--- src/rtl/serial_pattern_tx_if.sv ---
// Request/status bundle for serial_pattern_tx. The bus master posts start/data/reps.
// The transmitter (slave) returns the serial bit w, busy/done status and its FSM state for debug.
interface serial_pattern_tx_if #(
  parameter int WIDTH = 8,
  parameter int REPW  = 4
);
  // Handshake: the master holds start high for one or more cycles. The slave
  // accepts start only in IDLE with reps != 0 (there is no ready signal).
  // busy high, or done high, means a start in that cycle is dropped.
  logic             start;
  logic [WIDTH-1:0] data;
  logic [REPW-1:0]  reps;
  logic             w;
  logic             busy;
  logic             done;
  logic [1:0]       state_dbg;

  modport master (output start, data, reps, input w, busy, done, state_dbg);
  modport slave  (input start, data, reps, output w, busy, done, state_dbg);
endinterface

--- src/rtl/serial_pattern_tx.sv ---
// Serializer that sends a captured pattern MSB first, reps times, with GAP idle-low cycles between frames.
// All outputs are registered and change only with state, never directly with the inputs.
module serial_pattern_tx #(
  parameter int WIDTH = 8,
  parameter int GAP   = 2,
  parameter int REPW  = 4
) (
  input  logic               clk,
  input  logic               rst,
  serial_pattern_tx_if.slave bus
);
  localparam int BW = (WIDTH > 1) ? $clog2(WIDTH) : 1;
  localparam int GW = (GAP > 0) ? $clog2(GAP + 1) : 1;
  localparam logic [BW-1:0] BIT_LAST = BW'(WIDTH - 1);
  localparam logic [GW-1:0] GAP_LAST = GW'((GAP > 0) ? GAP - 1 : 0);

  typedef enum logic [1:0] {
    S_IDLE = 2'd0,
    S_SEND = 2'd1,
    S_GAP  = 2'd2,
    S_DONE = 2'd3
  } state_t;

  state_t            state_q;
  logic [WIDTH-1:0]  shreg_q;
  logic [WIDTH-1:0]  pat_q;
  logic [BW-1:0]     bit_cnt_q;
  logic [REPW-1:0]   rep_cnt_q;
  logic [GW-1:0]     gap_cnt_q;
  logic              w_q;
  logic              busy_q;
  logic              done_q;

  always_ff @(posedge clk or negedge rst) begin
    if (!rst) begin
      state_q   <= S_IDLE;
      shreg_q   <= '0;
      pat_q     <= '0;
      bit_cnt_q <= '0;
      rep_cnt_q <= '0;
      gap_cnt_q <= '0;
      w_q       <= 1'b0;
      busy_q    <= 1'b0;
      done_q    <= 1'b0;
    end else begin
      case (state_q)
        S_IDLE: begin
          if (bus.start && (bus.reps != '0)) begin
            shreg_q   <= bus.data;
            pat_q     <= bus.data;
            rep_cnt_q <= bus.reps;
            bit_cnt_q <= '0;
            w_q       <= bus.data[WIDTH-1];
            busy_q    <= 1'b1;
            state_q   <= S_SEND;
          end
        end
        S_SEND: begin
          if (bit_cnt_q == BIT_LAST) begin
            bit_cnt_q <= '0;
            if (rep_cnt_q > REPW'(1)) begin
              rep_cnt_q <= rep_cnt_q - REPW'(1);
              shreg_q   <= pat_q;
              if (GAP > 0) begin
                gap_cnt_q <= '0;
                w_q       <= 1'b0;
                state_q   <= S_GAP;
              end else begin
                // Zero gap: the next frame's MSB follows the last bit directly.
                w_q     <= pat_q[WIDTH-1];
                state_q <= S_SEND;
              end
            end else begin
              w_q     <= 1'b0;
              busy_q  <= 1'b0;
              done_q  <= 1'b1;
              state_q <= S_DONE;
            end
          end else begin
            shreg_q   <= {shreg_q[WIDTH-2:0], 1'b0};
            bit_cnt_q <= bit_cnt_q + BW'(1);
            w_q       <= shreg_q[WIDTH-2];
          end
        end
        S_GAP: begin
          if (gap_cnt_q == GAP_LAST) begin
            w_q     <= shreg_q[WIDTH-1];
            state_q <= S_SEND;
          end else begin
            gap_cnt_q <= gap_cnt_q + GW'(1);
          end
        end
        S_DONE: begin
          done_q  <= 1'b0;
          state_q <= S_IDLE;
        end
        default: state_q <= S_IDLE;
      endcase
    end
  end

  assign bus.w         = w_q;
  assign bus.busy      = busy_q;
  assign bus.done      = done_q;
  assign bus.state_dbg = state_q;
endmodule

--- src/flat_wrapper.sv ---
// flat-port wrapper written by rule: the top's interface ports become plain ports
module serial_pattern_tx_flat 
#(
  parameter int WIDTH = 8,
  parameter int GAP   = 2,
  parameter int REPW  = 4
)
  (clk, rst, bus_start, bus_data, bus_reps, bus_w, bus_busy, bus_done, bus_state_dbg);
  serial_pattern_tx_if #(.WIDTH(WIDTH), .REPW(REPW)) bus_i ();
  input  logic clk;
  input  logic rst;
  input wire logic [$bits(bus_i.start)-1:0] bus_start;
  input wire logic [$bits(bus_i.data)-1:0] bus_data;
  input wire logic [$bits(bus_i.reps)-1:0] bus_reps;
  output wire logic [$bits(bus_i.w)-1:0] bus_w;
  output wire logic [$bits(bus_i.busy)-1:0] bus_busy;
  output wire logic [$bits(bus_i.done)-1:0] bus_done;
  output wire logic [$bits(bus_i.state_dbg)-1:0] bus_state_dbg;
  assign bus_i.start = bus_start;
  assign bus_i.data = bus_data;
  assign bus_i.reps = bus_reps;
  assign bus_w = bus_i.w;
  assign bus_busy = bus_i.busy;
  assign bus_done = bus_i.done;
  assign bus_state_dbg = bus_i.state_dbg;
  serial_pattern_tx #(.WIDTH(WIDTH), .GAP(GAP), .REPW(REPW)) u_core (.clk(clk), .rst(rst), .bus(bus_i));
endmodule
--- config.mk ---
export PLATFORM = sky130hd
export DESIGN_NAME = serial_pattern_tx_flat
export DESIGN_NICKNAME = d
export VERILOG_FILES = /design/src/rtl/serial_pattern_tx_if.sv /design/src/rtl/serial_pattern_tx.sv /design/src/flat_wrapper.sv
export SDC_FILE = /design/constraint.sdc
export NUM_CORES = 1
export LEC_CHECK = 0
export ABC_AREA = 1
export BUFFER_PORTS_ARGS = -buffer_cell sky130_fd_sc_hd__buf_2
export CELL_PAD_IN_SITES_DETAIL_PLACEMENT = 1
export CELL_PAD_IN_SITES_GLOBAL_PLACEMENT = 1
export CORE_UTILIZATION = 38
export DETAILED_ROUTE_END_ITERATION = 8
export PLACE_DENSITY_LB_ADDON = 0.25
export SYNTH_ARGS = -nofsm -noshare
export SYNTH_HDL_FRONTEND = slang
export SYNTH_SLANG_ARGS = --single-unit
--- constraint.sdc ---
create_clock -name clk -period 1.4 [get_ports clk]
set_input_delay 0 -clock clk [delete_from_list [all_inputs] [get_ports clk]]
set_output_delay 0 -clock clk [all_outputs]
set_load 0.1 [all_outputs]
**After elaboration in Yosys (flattened, before gate mapping)**

Cells that the tools add are included.

- Output and inout bits: 5
- Bits in registers: 30
- Word-level logic and storage cells: 72
- Input bits: 15

- Equality and inequality tests: 12
- $lt $le $gt $ge: 1
- Reduce and logical (&&, ||, !) cells: 16
- Multiplexer cells: 31
- $add $sub $neg: 3

Operators with widths:

| cell | number |
|---|---|
| 8-bit two-way mux | 3 |
| 8-bit one-hot mux with 2 select lines | 1 |
| 2-bit two-way mux | 6 |
| 4-bit two-way mux | 3 |
| 3-bit AND reduction | 4 |
| 4-bit AND reduction | 3 |
| 1-bit two-way mux | 9 |
| 2-bit by 1-bit != test with 1-bit output (second input constant) | 4 |
| 2-bit one-hot mux with 4 select lines | 1 |
| 4-bit one-hot mux with 2 select lines | 1 |
| 3-bit two-way mux | 2 |
| 3-bit one-hot mux with 2 select lines | 1 |
| 2-bit nonzero test | 3 |
| 2-bit by 1-bit == test with 1-bit output (second input constant) | 2 |
| 2-bit == test (second input constant) | 2 |
| 4-bit by 1-bit greater-than comparator with 1-bit output (second input constant) | 1 |
| 2-bit != test (second input constant) | 2 |
| 1-bit one-hot mux with 2 select lines | 2 |
| 2-bit one-hot mux with 2 select lines | 1 |
| 2-bit AND reduction | 2 |
| 4-bit nonzero test | 1 |
| 4-bit by 1-bit subtractor with 4-bit output (second input constant) | 1 |
| 3-bit by 1-bit adder with 3-bit output (second input constant) | 1 |
| 3-bit == test (second input constant) | 1 |
| other kinds (6) | 6 |

**Longest topological paths before layout**

Gate-level depths: netlist (run 1).

- Depth after elaboration: 4
- Mapped depth: 10
- Depth with buffers taken out: 10

**Worst setup path after synthesis (run 1)**

OpenSTA, ideal clock, no wires.

- Path kind: register -> register
- Start: register u_core.state_q[1], in the netlist u_core.bus.state_dbg[1]
- End: register u_core.rep_cnt_q[0]
- Clock period less this slack: 2.134 ns
- Buffers on the path: 0
- Slack: -0.734 ns
- Library setup time: 0.065 ns
- Data required time: 1.335 ns
- Arrival time: 2.069 ns
- Stages on the path, launching flop included: 10
- Path through: dfrtp_1 -> inv_1 -> ha_1 -> inv_2 -> nor2_2 -> nand3_1 -> nand2_1 -> nor2_1 -> nand2_1 -> nand2_1

- Longest elaborated chain between the ends: 3
- Elaborated cells between the ends (all ways): 8
- Classes of those cells: eq/ne: 4; mux: 1; reduce/logical: 3

Ends and longest elaborated chain:

| what | RTL line | RTL |
|---|---|---|
| from (decl) | serial_pattern_tx.sv:24 | `state_t state_q;` |
| from (signal assigned) | serial_pattern_tx.sv:36 | `state_q <= S_IDLE;` |
| from (signal assigned) | serial_pattern_tx.sv:55 | `state_q <= S_SEND;` |
| from (signal assigned) | serial_pattern_tx.sv:67 | `state_q <= S_GAP;` |
| 2-bit by 1-bit == test with 1-bit output or 2-bit zero test (tied branches) | serial_pattern_tx.sv:46 | `case (state_q)` |
| 2-bit by 1-bit != test with 1-bit output (no line) or 2-bit nonzero test (tied branches) | - |  |
| 4-bit AND reduction (no line) | - |  |
| to (signal assigned) | serial_pattern_tx.sv:51 | `rep_cnt_q <= bus.reps;` |
| to (signal assigned) | serial_pattern_tx.sv:62 | `rep_cnt_q <= rep_cnt_q - REPW'(1);` |
| to (decl) | serial_pattern_tx.sv:28 | `logic [REPW-1:0] rep_cnt_q;` |

Several ways; a longest one is shown, not always the timed one.
A chain may end at the register's enable or synchronous reset.

**Worst setup path after layout (run 1)**

- Start: register u_core.state_q[1], in the netlist u_core.bus.state_dbg[1]
- End: register u_core.shreg_q[2]

- Longest elaborated chain between the ends: 3
- Elaborated cells between the ends (all ways): 7
- Classes of those cells: eq/ne: 3; mux: 1; reduce/logical: 3

Ends and longest elaborated chain:

| what | RTL line | RTL |
|---|---|---|
| 2-bit by 1-bit == test with 1-bit output or 2-bit zero test (tied branches) | serial_pattern_tx.sv:46 |  |
| 3-bit != test (no line) (tied with other cells) | - |  |
| 3-bit AND reduction (no line) | - |  |
| to (signal assigned) | serial_pattern_tx.sv:49 | `shreg_q <= bus.data;` |
| to (signal assigned) | serial_pattern_tx.sv:63 | `shreg_q <= pat_q;` |
| to (signal assigned) | serial_pattern_tx.sv:80 | `shreg_q <= {shreg_q[WIDTH-2:0], 1'b0};` |
| to (decl) | serial_pattern_tx.sv:25 | `logic [WIDTH-1:0] shreg_q;` |

Several ways; a longest one is shown, not always the timed one.

==> impl_results.md, run 1 <==
* Status: finished with violations
* Failing checks: hold timing, setup timing
* Initial Utilization at slightly above 40%
* Setup_tns at -2.47 ns
* Cells along the critical path: inv_4 -> ha_4 -> inv_6 -> or2_4 -> nand2_4 -> buf_4 -> nand3_1 -> nand2_2
* Util after Layout at about 62%
* Post-DP HPWL at between 3000 and 4000 microns
* Ant diodes at 0
* Top cells by count, synth: 96 x nand2_1, 30 x dfrtp_1, 23 x nand3_1
* GPL Wtd Cong at 0.797
* Clk buf depth at 2
* Crit path depth at 8
* Reg-to-Reg End: u_core.shreg_q[2]
* Hold_ws at -0.0174 ns
* Largest cells by area after synthesis: dfrtp_1 44%, nand2_1 21%, ha_1 7.4%
* Final setup fails at 27
* Final worst-path setup slack at -0.171 ns
* Final WL at 5680 microns
* VDD IR max at between 1000 and 1500 uV
* Largest net degree at the start of global routing at 23
* Most common cell in the netlist: nand2_1
* Vias in the first global route at ~1800
* Worst R2R Path Depth at 8
* Leak at 1.30 nW
* Netlist Area Pre-Place at between 0.0015 and 0.002 sq mm
* CORE AREA at a little over 0.004 sq mm
* Num CTS Buffers at 5
* Detailed Routing Iterations Pass 1 at 4
* Total number of vias at between 1500 and 2000
* Die ar. at about 0.0047 sq mm
* Avg Synthesized Cell Area at 7.53 sq um
* Worst-path clk slew at about 0.07 ns
* Floorplan row count at 23
* Post-synth EDFFs at 0
* Cells after synthesis at 225
* Final Hold Vio Count at 3
* All-Layer GR Usage at between 20% and 30%
* Net Count, Synth at between 200 and 300
* CP Launch Type: flop
* Iteration-0 DRC Markers at 76
* Top-area cell type share of the netlist area at around 44%
* Clock Latency Late Sink at approximately 0.28 ns
* Register area share after synthesis at approximately 44%
* RSZ-0062 raised after global routing: yes
* Horiz. Die Dim at approximately 69 microns
* R2r setup slk at -0.17 ns
* Met1 WL at between 2000 and 3000 microns
* Fin nets at about 310
* CP max FO at 7
* Sink Count at 30
* Post-synth ARST share at 100%
* Synth area leader: dfrtp_1
* Final ANT Viol Nets at 0
* Area Overhead vs Synth at 52.4%
* Setup crit end kind: flop
* Seq cells post-synth at 30
* Max_slew headroom at about two thirds
* Crit Path Category: reg -> reg
* CTS HTree Levels at 2
* Netlist cell types at 22
* Initial antenna violation count at 0
* Crit path required time at approximately 1.6 ns
* Max Cap Violations at 0
* Min-Delay Path Class: in -> reg
* Main synth FF type: dfrtp_1
* Slowest-stage cell, CP: dfrtp_4
* Residual DRC at 0
* Worst path arrival time at between 1.5 and 2 ns
* Final period util at 112%
* Crit-path leading delay family: simple AND/OR/NAND/NOR gates
* Root Driver: clkbuf_8
* Slew Viols, Final at 0
* Port Buffers at 19
* First-pass GRT wire length at 8390 microns
* CTS tree: yes
* Die height at ~70 microns
* Fill cells at slightly below 500
* Max frequency at 636 MHz
* Top Ports at 20
* Buf/Inv on CP at 3
* Minimum clock period at 1.57 ns
* Highest Signal Layer: met4
* Slew @ Worst Pin at just under 0.5 ns
* Crit-path max cell delay at about 0.50 ns
* Clk_skew at between 0.005 and 0.006 ns
* PD cells at 2610 mW/mm^2
* Worst setup endpoint: u_core.shreg_q[2]
* Reg-to-reg critical path startpoint: u_core.bus.state_dbg[1]
* Met2 wire len at ~3000 microns
* Via density at 5.24
* CP Launch Point: u_core.bus.state_dbg[1]
* Met3 routed WL at between 100 and 150 microns
* Synth warn at 0
* Overflow after GRT at 0
* Layout cells sized above 1 at approximately 42%
* Drt wl/cell at approximately 17 microns
-- metrics by stage --
step | worst slack [ns] | instance area (sq um) | power (W) | hold WS (ns) | std cells
3_3_place_gp | -0.145 | 2120 | 0.00470 | -0.132 | 317
6_report | -0.171 | 2580 | 0.00675 | -0.0174 | 339
4_1_cts | -0.140 | 2390 | 0.00610 | 0.000231 | 333
5_1_grt | -0.234 | 2580 | 0.00720 | 0.000629 | 339
3_5_place_dp | -0.178 | 2120 | 0.00483 | -0.128 | 317
2_1_floorplan | -0.180 | 1760 | 0.00364 | -0.296 | 225
-- worst min-delay path, stage by stage --
cell and delay (ns):
buf_2 0.10, inv_1 0.06, o21ai_1 0.07
-- worst min-delay path by stage --
stage                          endpoint  cells after the start        start  slack [ns]
global route            u_core.pat_q[6]                      3  bus_data[6]      0.0006
detailed placement  u_core.gap_cnt_q[0]                      1          rst       -0.13
finish                  u_core.pat_q[0]                      3  bus_data[0]       -0.02
CTS                     u_core.pat_q[1]                      3  bus_data[1]      0.0002
floorplan           u_core.bit_cnt_q[0]                      0          rst       -0.30
global placement    u_core.gap_cnt_q[0]                      1          rst       -0.13
-- routing by layer --
| layer | up-vias | GRT usage, % |
|---|---|---|
| met5 | - | 0 |
| met4 | 0 | 7.91 |
| met3 | 8 | 5.92 |
| met2 | 30 | 44.4 |
| met1 | 888 | 30.3 |
| li1 | 852 | - |
-- registers in the layout (all words and copies together), names as in the netlist --
register / cells
u_core.bit_cnt_q: 3
u_core.bus.done: 1
u_core.rep_cnt_q: 4
u_core.pat_q: 8
u_core.bus.state_dbg: 2
u_core.shreg_q: 8
u_core.bus.busy: 1
u_core.gap_cnt_q: 2
u_core.bus.w: 1
-- layout by cell type (no fill, tap or decap), types with 2 or more instances in the layout --
cell           Yosys  final
buf_2              3     18
dlygate4sd3_1      0      6
buf_6              0      3
o21ai_2            0      4
ha_2               0      2
nand3_2            1      6
nand3_4            0      2
nand3_1           23     16
buf_12             0      2
ha_4               0      4
a21oi_2            0      2
dfrtp_1           30     28
nor2_1             4      3
inv_1             21     16
buf_4              0     28
nand2_1           96     76
o21ai_0           14      4
o21ai_1            2      8
nand2_4            1      3
o211ai_1           5      5
inv_2              3      5
nor2_4             1      3
nand2_2            1     19
ha_1              10      4
dfrtp_4            0      2
clkbuf_8           0      6
or2_4              1      2
-- final cells by class --
cell class | instances | area, sq um | share of cell area [%]
Inverter | 24 | 105 | 4.07
Multi-Input combinational cell | 169 | 1080 | 41.7
Clock buffer | 6 | 82.6 | 3.20
Timing Repair Buffer | 59 | 467 | 18.1
Tap cell | 50 | 62.6 | 2.42
Clock inverter | 1 | 30.0 | 1.16
Sequential cell | 30 | 758 | 29.4
-- power by group --
group / internal [W] / leakage, nW / switching, W
logic: 0.00172 / 0.867 / 0.00253
clock network: 0.000569 / 0.0573 / 0.000343
registers: 0.00129 / 0.376 / 0.000294
total: 0.00358 / 1.30 / 0.00317
-- kinds of logic after synthesis --
family,share of synthesized area [%]
and+or+nand+nor,33.6
DFF,44.3
buffers and inverters,6.43
AOI/OAI and AO/OA,8.27
adders and majority gates,7.39
-- timing repair --
action | 4_1_cts | 5_1_grt
hold buffers | 6 | 0
pin swaps | 7 | 14
endpoints found under the setup margin | 30 | 30
resized for setup | 19 | 44
gates cloned | 2 | 1
buffers inserted | 1 | 5
endpoints found under the hold margin | 35 | 0
Note: power is estimated with default switching activity, not from simulation.
==> inputs of run 2 (changes only) <==
- clock period: 1.4 -> 1.3 ns (I/O delays scaled with it)
==> run 2 against run 1 <==
The run ends with setup timing left. First-iteration DRC count rose by 20%. Sequential cell count did not move. Worst setup slack got worse by 0.17 ns. Total power rose by 15%. Clock skew rose by 0.0018 ns. Global-route usage rose by 3.5 points.
==> impl_results.md, run 2 (synthesis gave the netlist of run 1 again) <==
* Status: finished with violations (unchanged)
* Failing checks: setup timing (was hold timing, setup timing)
* Final ANT Viol Nets at 0 (unchanged)
* Via density at 5.28 (was 5.24)
* Layout cells sized above 1 at 40.2% (was 42.2%)
* Hold_ws at 0.0243 ns (was -0.0174 ns)
* Crit path required time at 1.49 ns (was 1.62 ns)
* Final period util at 126% (was 112%)
* Fin nets at 320 (was 314)
* CTS HTree Levels at 2 (unchanged)
* Residual DRC at 0 (unchanged)
* Sink Count at 30 (unchanged)
* RSZ-0062 raised after global routing: yes (unchanged)
* Max frequency at 609 MHz (was 636 MHz)
* Final setup fails at 30 (was 27)
* Total number of vias at 1828 (was 1778)
* Ant diodes at 0 (unchanged)
* Clk buf depth at 2 (unchanged)
* First-pass GRT wire length at 9430 microns (was 8390 microns)
* Max Cap Violations at 0 (unchanged)
* CP max FO at 6 (was 7)
* Die ar. at 0.00473 sq mm (unchanged)
* Worst-path clk slew at 0.07 ns (about the same)
* Setup_tns at -6.34 ns (was -2.47 ns)
* Largest net degree at the start of global routing at 31 (was 23)
* Final WL at 6450 microns (was 5680 microns)
* Slew Viols, Final at 0 (unchanged)
* CTS tree: yes (unchanged)
* Drt wl/cell at 18.6 microns (was 16.8 microns)
* Root Driver: clkbuf_8 (unchanged)
* Overflow after GRT at 0 (unchanged)
* Leak at 1.35 nW (was 1.30 nW)
* Max_slew headroom at 67.6% (was 67.8%)
* Clock Latency Late Sink at 0.29 ns (was 0.28 ns)
* Num CTS Buffers at 5 (unchanged)
* Most frequent cells in the layout: 82 x nand2_1, 32 x buf_4, 28 x dfrtp_1, 17 x buf_2 (was 76 x nand2_1, 28 x buf_4, 28 x dfrtp_1, 19 x nand2_2, 18 x buf_2)
* Regs by FF count: u_core.pat_q x8, u_core.shreg_q x8, u_core.rep_cnt_q x4 (unchanged)
* Worst path arrival time at 1.83 ns (was 1.79 ns)
* PD cells at 2890 mW/mm^2 (was 2610 mW/mm^2)
* Floorplan row count at 23 (unchanged)
* Die height at 68.8 microns (unchanged)
* Area Overhead vs Synth at 58.9% (was 52.4%)
* Final worst-path setup slack at -0.342 ns (was -0.171 ns)
* Initial Utilization at 40.9% (unchanged)
* Setup crit end kind: flop (unchanged)
* CORE AREA at 0.00414 sq mm (unchanged)
* GPL Wtd Cong at 0.749 (was 0.797)
* Top Ports at 20 (unchanged)
* Minimum clock period at 1.64 ns (was 1.57 ns)
* All-Layer GR Usage at 28.8% (was 25.3%)
* Most common cell after layout, fill and taps aside: nand2_1 (unchanged)
* Port Buffers at 19 (unchanged)
* Vias in the first global route at 1951 (was 1773)
* CP Launch Type: flop (unchanged)
* Iteration-0 DRC Markers at 91 (was 76)
* Horiz. Die Dim at 68.8 microns (unchanged)
* Final Hold Vio Count at 0 (was 3)
* Post-DP HPWL at 3590 microns (was 3390 microns)
* Detailed Routing Iterations Pass 1 at 4 (unchanged)
* Initial antenna violation count at 0 (unchanged)
* Min-Delay Path Class: in -> reg (unchanged)
* Crit Path Category: reg -> reg (unchanged)
* Clk_skew at 0.00762 ns (was 0.00581 ns)
* Slew @ Worst Pin at 0.490 ns (was 0.486 ns)
* VDD IR max at 1400 uV (was 1090 uV)
[run 2: changes by cell type in the layout (fill, tap and decap cells not counted), sizes merged]
cell and delta:
buf +4, dlygate4sd3 +3, bufinv +1, clkbuf -1
[run 2: worst paths after layout]
kind                                          from                       to  slack (ns)  depth (start not counted)
hold reg to reg                    u_core.bus.busy          u_core.bus.busy        0.47                          2
setup reg to reg           u_core.bus.state_dbg[0]      u_core.rep_cnt_q[2]       -0.34                          8
setup / recovery           u_core.bus.state_dbg[0]      u_core.rep_cnt_q[2]       -0.34                          8
max in group asynchronous                      rst  u_core.bus.state_dbg[1]        0.71                          3
min in group asynchronous                      rst          u_core.pat_q[7]        0.26                          3
hold / removal                         bus_reps[3]      u_core.rep_cnt_q[3]        0.02                          5
[run 2: worst max-delay path: stages, from the launching register on]
cell and delay, ns:
dfrtp_4 0.51, ha_4 0.21, inv_8 0.08, buf_4 0.10, nand2_1 0.08, nand2_1 0.19, nand3_2 0.17, nand2_1 0.13
nand2_1 0.07
[run 2: power breakdown]
group / leakage, nW / switching [W] / internal (W)
Combinational: 0.904 / 0.00290 / 0.00195
Sequential: 0.376 / 0.000321 / 0.00138
Clock: 0.0714 / 0.000398 / 0.000818
Total: 1.35 / 0.00362 / 0.00416
[run 2: routing by layer]
metal	part of all wire [%]	track usage (%)	wire length [microns]	vias to the layer above
li1	-	-	-	859
met1	41	31.4	2640	910
met2	52	52.8	3380	40
met3	3.2	7.07	204	19
met4	3.5	11.7	228	0
met5	0	0	0	-
[run 2: cell type report]
type	instances	area [sq um]
tap	50	62.6
multi-input combinational	169	1080
clock buffer	6	82.6
timing repair buffer	65	543
fill	489	1450
inverter	24	105
sequential	30	758
clock inverter	2	60.1
[run 2: timing repair]
action	CTS	global route
hold endpoints to repair	36	2
setup endpoints to repair	30	30
hold buffers	7	2
cloned	2	1
pin swaps	14	13
resized for setup	28	30
setup buffers	2	5
[run 2: per-stage QoR]
step / cell area (sq um) / util, % / power (W) / instances / worst slack (ns)
detailed placement: 2160 / 52.2 / 0.00538 / 319 / -0.280
global placement: 2160 / 52.2 / 0.00519 / 319 / -0.238
floorplan: 1760 / - / 0.00393 / 225 / -0.280
finish: 2690 / 64.9 / 0.00777 / 346 / -0.342
CTS: 2520 / 60.7 / 0.00708 / 338 / -0.238
global route: 2690 / 64.9 / 0.00825 / 346 / -0.386
